==> src/rtl/pht_port_sched.sv <==
// Port scheduler for the single-ported gshare pattern-history table.
// Shares one SRAM port between fetch lookups and retire-side 2-bit counter
// read-modify-writes, owns the global history register, and sweeps the
// table to weakly-not-taken (2'b01) after reset or flush.
//
// Handshake semantics (both request channels): a transfer happens on a
// rising edge where valid && ready are both high. ready never depends on
// valid, and a requester may hold valid high across cycles until accepted.
module pht_port_sched #(
  parameter int IDX_W      = 12,
  parameter int FIFO_DEPTH = 4,
  parameter int STARVE_MAX = 8
) (
  input  logic             clk,
  input  logic             rst,
  input  logic             flush,
  input  logic             lk_v,
  input  logic [31:0]      lk_pc,
  output logic             lk_ready,
  output logic             pred_v,
  output logic             pred,
  output logic [IDX_W-1:0] pred_idx,
  input  logic             upd_v,
  input  logic [IDX_W-1:0] upd_idx,
  input  logic             upd_taken,
  output logic             upd_ready,
  output logic             mem_en,
  output logic             mem_we,
  output logic [IDX_W-1:0] mem_addr,
  output logic [1:0]       mem_wdata,
  input  logic [1:0]       mem_rdata,
  output logic             init_busy,
  output logic [1:0]       dbg_state
);

  localparam int PTR_W = (FIFO_DEPTH > 1) ? $clog2(FIFO_DEPTH) : 1;
  localparam int CNT_W = PTR_W + 1;
  localparam int ST_W  = $clog2(STARVE_MAX + 1);

  typedef enum logic [1:0] {
    S_INIT   = 2'd0,
    S_IDLE   = 2'd1,
    S_UPD_WR = 2'd2
  } state_e;

  // Control state
  state_e           state_q, state_d;
  logic [IDX_W-1:0] sweep_q, sweep_d;
  logic [IDX_W-1:0] ghr_q, ghr_d;
  logic [ST_W-1:0]  starve_q, starve_d;

  // Update FIFO
  logic [IDX_W-1:0]      fifo_idx_q [FIFO_DEPTH];
  logic [FIFO_DEPTH-1:0] fifo_tkn_q;
  logic [PTR_W-1:0]      wr_ptr_q, wr_ptr_d;
  logic [PTR_W-1:0]      rd_ptr_q, rd_ptr_d;
  logic [CNT_W-1:0]      cnt_q, cnt_d;

  // In-flight read-modify-write
  logic [IDX_W-1:0] rmw_idx_q, rmw_idx_d;
  logic             rmw_tkn_q, rmw_tkn_d;

  // Prediction return
  logic             pred_v_q, pred_v_d;
  logic [IDX_W-1:0] pred_idx_q, pred_idx_d;

  // Per-cycle grant decisions
  logic             fifo_empty;
  logic             fifo_full;
  logic             starve_hit;
  logic [IDX_W-1:0] lk_idx;
  logic             lk_fire;
  logic             upd_pop;
  logic             upd_push;

  // PC bits outside the index window and the byte offset do not matter.
  logic unused_pc_bits;
  assign unused_pc_bits = ^{lk_pc[31:IDX_W+2], lk_pc[1:0]};

  // 2-bit saturating counter step toward the resolved direction.
  function automatic logic [1:0] sat2(input logic [1:0] cnt, input logic taken);
    logic [1:0] r;
    r = cnt;
    if (taken && (cnt != 2'b11)) r = cnt + 2'd1;
    else if (!taken && (cnt != 2'b00)) r = cnt - 2'd1;
    return r;
  endfunction

  assign fifo_empty = (cnt_q == '0);
  assign fifo_full  = (cnt_q == CNT_W'(FIFO_DEPTH));
  assign starve_hit = (starve_q == ST_W'(STARVE_MAX));
  assign lk_idx     = lk_pc[IDX_W+1:2] ^ ghr_q;

  assign init_busy  = (state_q == S_INIT);
  assign upd_ready  = !fifo_full && !init_busy;
  assign upd_push   = upd_v && upd_ready && !flush;

  assign pred_v     = pred_v_q;
  assign pred       = pred_v_q & mem_rdata[1];
  assign pred_idx   = pred_idx_q;
  assign dbg_state  = state_q;

  // Port arbitration, FSM next state and SRAM command generation.
  always_comb begin
    state_d   = state_q;
    sweep_d   = sweep_q;
    lk_ready  = 1'b0;
    lk_fire   = 1'b0;
    upd_pop   = 1'b0;
    mem_en    = 1'b0;
    mem_we    = 1'b0;
    mem_addr  = '0;
    mem_wdata = 2'b00;

    case (state_q)
      S_INIT: begin
        mem_en    = 1'b1;
        mem_we    = 1'b1;
        mem_addr  = sweep_q;
        mem_wdata = 2'b01;
        sweep_d   = sweep_q + 1'b1;
        if (sweep_q == '1) state_d = S_IDLE;
      end
      S_IDLE: begin
        // Lookups own the port unless updates have waited too long.
        lk_ready = !(starve_hit && !fifo_empty) && !flush;
        if (lk_v && lk_ready) begin
          lk_fire  = 1'b1;
          mem_en   = 1'b1;
          mem_addr = lk_idx;
        end else if (!fifo_empty && !flush) begin
          upd_pop  = 1'b1;
          mem_en   = 1'b1;
          mem_addr = fifo_idx_q[rd_ptr_q];
          state_d  = S_UPD_WR;
        end
      end
      S_UPD_WR: begin
        // A flush in this cycle drops the write-back entirely.
        mem_en    = !flush;
        mem_we    = !flush;
        mem_addr  = rmw_idx_q;
        mem_wdata = sat2(mem_rdata, rmw_tkn_q);
        state_d   = S_IDLE;
      end
      default: begin
        state_d = S_INIT;
        sweep_d = '0;
      end
    endcase

    if (flush) begin
      state_d = S_INIT;
      sweep_d = '0;
    end

    // Keep the SRAM quiet while reset is held; the sweep starts on the
    // first edge after release.
    if (!rst) begin
      mem_en = 1'b0;
      mem_we = 1'b0;
    end
  end

  // Next-state for history, starvation counter, FIFO pointers and returns.
  always_comb begin
    ghr_d      = ghr_q;
    starve_d   = starve_q;
    wr_ptr_d   = wr_ptr_q;
    rd_ptr_d   = rd_ptr_q;
    cnt_d      = cnt_q;
    rmw_idx_d  = rmw_idx_q;
    rmw_tkn_d  = rmw_tkn_q;
    pred_v_d   = lk_fire;
    pred_idx_d = pred_idx_q;

    if (lk_fire) pred_idx_d = lk_idx;

    if (upd_pop) begin
      rmw_idx_d = fifo_idx_q[rd_ptr_q];
      rmw_tkn_d = fifo_tkn_q[rd_ptr_q];
    end

    if (flush) begin
      ghr_d    = '0;
      starve_d = '0;
      wr_ptr_d = '0;
      rd_ptr_d = '0;
      cnt_d    = '0;
    end else begin
      // History is architectural: it shifts at accept time, not at lookup.
      if (upd_push) ghr_d = {ghr_q[IDX_W-2:0], upd_taken};

      if (lk_fire && !fifo_empty) starve_d = starve_q + 1'b1;
      else if (upd_pop || fifo_empty) starve_d = '0;

      if (upd_push) wr_ptr_d = wr_ptr_q + 1'b1;
      if (upd_pop)  rd_ptr_d = rd_ptr_q + 1'b1;
      cnt_d = cnt_q + CNT_W'(upd_push) - CNT_W'(upd_pop);
    end
  end

  // Control and pointer registers.
  always_ff @(posedge clk or negedge rst) begin
    if (!rst) begin
      state_q    <= S_INIT;
      sweep_q    <= '0;
      ghr_q      <= '0;
      starve_q   <= '0;
      wr_ptr_q   <= '0;
      rd_ptr_q   <= '0;
      cnt_q      <= '0;
      rmw_idx_q  <= '0;
      rmw_tkn_q  <= 1'b0;
      pred_v_q   <= 1'b0;
      pred_idx_q <= '0;
    end else begin
      state_q    <= state_d;
      sweep_q    <= sweep_d;
      ghr_q      <= ghr_d;
      starve_q   <= starve_d;
      wr_ptr_q   <= wr_ptr_d;
      rd_ptr_q   <= rd_ptr_d;
      cnt_q      <= cnt_d;
      rmw_idx_q  <= rmw_idx_d;
      rmw_tkn_q  <= rmw_tkn_d;
      pred_v_q   <= pred_v_d;
      pred_idx_q <= pred_idx_d;
    end
  end

  // FIFO payload storage; validity is tracked by the pointers alone.
  always_ff @(posedge clk) begin
    if (upd_push) begin
      fifo_idx_q[wr_ptr_q] <= upd_idx;
      fifo_tkn_q[wr_ptr_q] <= upd_taken;
    end
  end

endmodule

==> config.mk <==
export PLATFORM = sky130hd
export DESIGN_NAME = pht_port_sched
export DESIGN_NICKNAME = d
export VERILOG_FILES = /design/src/rtl/pht_port_sched.sv
export SDC_FILE = /design/constraint.sdc
export NUM_CORES = 1
export LEC_CHECK = 0
export CAP_MARGIN = 20
export CELL_PAD_IN_SITES_DETAIL_PLACEMENT = 1
export CELL_PAD_IN_SITES_GLOBAL_PLACEMENT = 1
export CORE_ASPECT_RATIO = 1.75
export CORE_MARGIN = 1
export CORE_UTILIZATION = 43
export DETAILED_ROUTE_END_ITERATION = 10
export PLACE_DENSITY_LB_ADDON = 0.1
export SLEW_MARGIN = 20
export SYNTH_ARGS = -nofsm -noshare
export SYNTH_HDL_FRONTEND = slang
export SYNTH_SLANG_ARGS = --single-unit
==> constraint.sdc <==
create_clock -name clk -period 3.4 [get_ports clk]
set_input_delay 0.68 -clock clk [delete_from_list [all_inputs] [get_ports clk]]
set_output_delay 0.68 -clock clk [all_outputs]
set_load 0.03 [all_outputs]
==> out/qor.csv, run 1 <==
stage;metric;value;unit
power_and_ir_drop;leakage;0.002876;uW
synth;synthCells;439;
worst_setup_path;criticalPathCategory;primary input to primary output;
clock_tree;clk_path_buf_depth;2;
worst_setup_path;slowest_delay;0.66;ns
routing;wl_met1;4.911;mm
floorplan;die_width;85.70;microns
power_and_ir_drop;comb_power_share;0.036;
placed_design;place_hpwl;9.608;mm
timing;setup_viol;0;
cells_and_area;nets;589;
timing;hold-worst-slack;0.4793;ns
routing;drc_errors;0;
clock_tree;root_buffer;clkbuf_16;
floorplan;dieArea;12720;sq um
power_and_ir_drop;finalPower;3329;uW
floorplan;start_util;0.4392;
run_status;status;completed;
clock_tree;clk_latency;0.42;ns
worst_setup_path;rrSetupSlack;0.62;ns
power_and_ir_drop;ir_worst_vdd;0.4318;mV
routing;wirelength;13.57;mm
global_routing;antenna_found_initial;0;
synth;synthTopCellsByCount;nand2_1, dfrtp_1, edfxtp_1;
power_and_ir_drop;seqPwrFrac;0.439;
clock_tree;clock_sinks;115;
cells_and_area;diodes;0;
cells_and_area;multi_input_area;1996;sq um
worst_setup_path;required;2.72;ns
worst_setup_path;worstPathArrival;2.57;ns
floorplan;core.rowCount;53;
cells_and_area;drive_gt1_frac;0.1520;
floorplan;die_h;148.5;microns
placed_design;place_ws;0.1441;ns
synth;syn-cell-area;5271;sq um
timing;setup_slack;0.1525;ns
synth;synth.distinct_cells;49;
clock_tree;post_cts_buffers;0;
routing;top_layer;met4;
synth;synthTopCellsByArea;dfrtp_1, edfxtp_1, nand2_1;
global_routing;globalRouteOverflowTotal;0;
synth;synth.avg_cell_area;12.01;sq um
power_and_ir_drop;p_int;2593;uW
global_routing;grt_pass1_wl;21.72;mm
clock_tree;cts_buffers;17;
synth;async_reset_ff_frac;0.5478;
worst_hold_path;min-delay-path-class;flip-flop to flip-flop;
synth;synth_top_area_share;0.2991;
power_and_ir_drop;power.density;488.7;nW/um^2
routing;wire_per_inst;19.44;microns
clock_tree;clkTransAtPathRegs;0.05;ns
placed_design;gp_congestion;0.8203;
global_routing;grt_pass1_vias;3942;
clock_tree;cts-resized-gates;0;
synth;synth_edf_count;52;
cells_and_area;area_growth_syn_to_layout;29.22;%
timing;finalHoldViolCount;0;
synth;yosysTopAreaCell;dfrtp_1;
power_and_ir_drop;swShare;0.2209;
placed_design;io_buffers;66;
timing;rsz0062_at_grt;false;
worst_setup_path;crit_path_start_kind;primary input;
cells_and_area;regArea;3138;sq um
synth;yosys_most_used_dff;dfrtp_1;
global_routing;grt_max_degree;64;
routing;drt_first_pass_iters;4;
worst_setup_path;crit_chain;clkdlybuf4s50_1 -> inv_1 -> ha_1 -> mux2i_1 -> xnor2_1 -> a21o_1 -> clkdlybuf4s50_1;
power_and_ir_drop;pwr-share-clk;0.525;
power_and_ir_drop;switchingPower;735.5;uW
routing;vias;3635;
job;maxCapViolations;0;
worst_setup_path;critPathCaptureType;primary output;
timing;post-route-min-period;3.248;ns
timing;fmax;0.3079;GHz
worst_setup_path;crit_path_max_fanout;3;
synth;synth_seq_cells;115;
floorplan;core;12000;sq um
synth;yosysWarningCount;0;
timing;slew_violations;0;
global_routing;grtUsageTotal;0.2367;
clock_tree;h-tree-depth;4;
synth;yosysSeqAreaShare;0.5953;
timing;timing.final.crit_share;0.9551;
synth;synth.most_common_cell;nand2_1;
timing;worstMarginPinSlew;0.8460;ns
clock_tree;cts_tree;built;
routing;dr_wl_met2;8.066;mm
routing;drtAntennaViolNets;0;
synth;syn_nets;508;
cells_and_area;fillers;1237;
timing;finalSetupTns;0;ns
routing;wl_met3;301;microns
timing;max-slew-margin-rel;0.4360;
clock_tree;cts_hold_repair.buffers;0;
routing;routed_via_density;5.208;
routing;drtIter0Drc;201;
timing;skew;0.008203;ns
floorplan;num_io_pins;87;
worst_setup_path;critical_path.slowest_cell;clkdlybuf4s50_1;
worst_setup_path;cpMostUsedCell;clkdlybuf4s50_1;
power by group through the flow:
stage / logic (uW) / registers [uW] / clock network (uW)
2_1_floorplan: 37.9 / 1490 / 0
3_3_place_gp: 117 / 1490 / 0
3_5_place_dp: 120 / 1490 / 0
4_1_cts: 122 / 1460 / 1780
5_1_grt: 131 / 1460 / 1820
6_report: 118 / 1460 / 1750
path summary, 6_finish.rpt:
path                       depth (start not counted)         start           end
max                                                7  mem_rdata[0]  mem_wdata[0]
min                                                2  rmw_idx_q[4]  rmw_idx_q[4]
max reg2reg                                       13   starve_q[0]      cnt_q[2]
min reg2reg                                        2  rmw_idx_q[4]  rmw_idx_q[4]
max in group asynchronous                          2           rst   wr_ptr_q[0]
min in group asynchronous                          2           rst      cnt_q[2]
sequential cells by signal (all words and copies together), names as in the netlist, 2 cells and up:
register / cells
fifo_idx_q: 48
ghr_q: 12
pred_idx: 12
rmw_idx_q: 12
sweep_q: 12
fifo_tkn_q: 4
starve_q: 4
cnt_q: 3
dbg_state: 2
rd_ptr_q: 2
wr_ptr_q: 2
kinds of logic (layout without fill, tap and decap cells):
| logic type | after synthesis | after routing | share of synthesized area |
|---|---|---|---|
| adder cells (fa/ha/maj) | 17 | 17 | 0.04178 |
| buffers and inverters | 37 | 131 | 0.02848 |
| AO/OA/AOI/OAI | 56 | 56 | 0.07097 |
| AND/OR/NAND/NOR | 160 | 160 | 0.1355 |
| multiplexers | 30 | 30 | 0.08806 |
| flip-flops | 115 | 115 | 0.5953 |
| XOR/XNOR | 24 | 24 | 0.03988 |
final cells by class:
type | instances | area share
Sequential cell | 115 | 0.4607
Multi-Input combinational cell | 287 | 0.2930
Timing Repair Buffer | 81 | 0.1205
Clock buffer | 17 | 0.06245
Tap cell | 165 | 0.03031
Clock inverter | 15 | 0.02314
Inverter | 18 | 0.009919
critical path: cells and delay by family:
kind | cells | cell delay (ns)
buf+inv | 3 | 1.25
compound gates | 1 | 0.13
xor+xnor | 1 | 0.14
fa+ha+maj | 1 | 0.20
mux | 1 | 0.15
placed cells by master, fill, tap and decap left out, types with 3 or more instances in the layout:
cell type / count
nand2b_1: 3
dfrtp_1: 63
xor2_1: 17
nor2_1: 32
buf_4: 22
nand4_1: 3
nand2_1: 89
inv_6: 3
a22oi_1: 13
inv_1: 16
o21ai_0: 6
and3_1: 4
clkdlybuf4s50_1: 51
clkinv_4: 5
buf_12: 7
mux2i_1: 16
xnor2_1: 7
mux4_2: 13
edfxtp_1: 52
nor3_1: 5
a31oi_1: 12
nand3_1: 6
nor2b_1: 3
and2_1: 3
clkbuf_16: 17
a21oi_1: 10
ha_1: 16
or3_1: 3
metrics by stage:
stage / cell area [sq um] / util / cells
6_report: 6812 / 0.5675 / 698
5_1_grt: 6812 / 0.5675 / 698
4_1_cts: 6812 / 0.5675 / 698
3_5_place_dp: 6228 / 0.5189 / 666
3_3_place_gp: 6228 / 0.5189 / 666
2_1_floorplan: 5271 / - / 439
layer usage:
layer  GRT usage  up-vias
met3     0.04661       21
li1            -     1710
met2      0.4552       60
met5           0        -
met1      0.2473     1844
met4     0.09083        0
Power figures use the tool's default switching activity.
==> inputs of run 2 (changes only) <==
--- a/config.mk
+++ b/config.mk
@@ -13,6 +13,7 @@
 export CORE_UTILIZATION = 43
 export DETAILED_ROUTE_END_ITERATION = 10
 export PLACE_DENSITY_LB_ADDON = 0.1
+export SKIP_CTS_REPAIR_TIMING = 1
 export SLEW_MARGIN = 20
 export SYNTH_ARGS = -nofsm -noshare
 export SYNTH_HDL_FRONTEND = slang
==> results of run 2 <==
The final DEF is identical to that of run 1; final timing and power are the same.
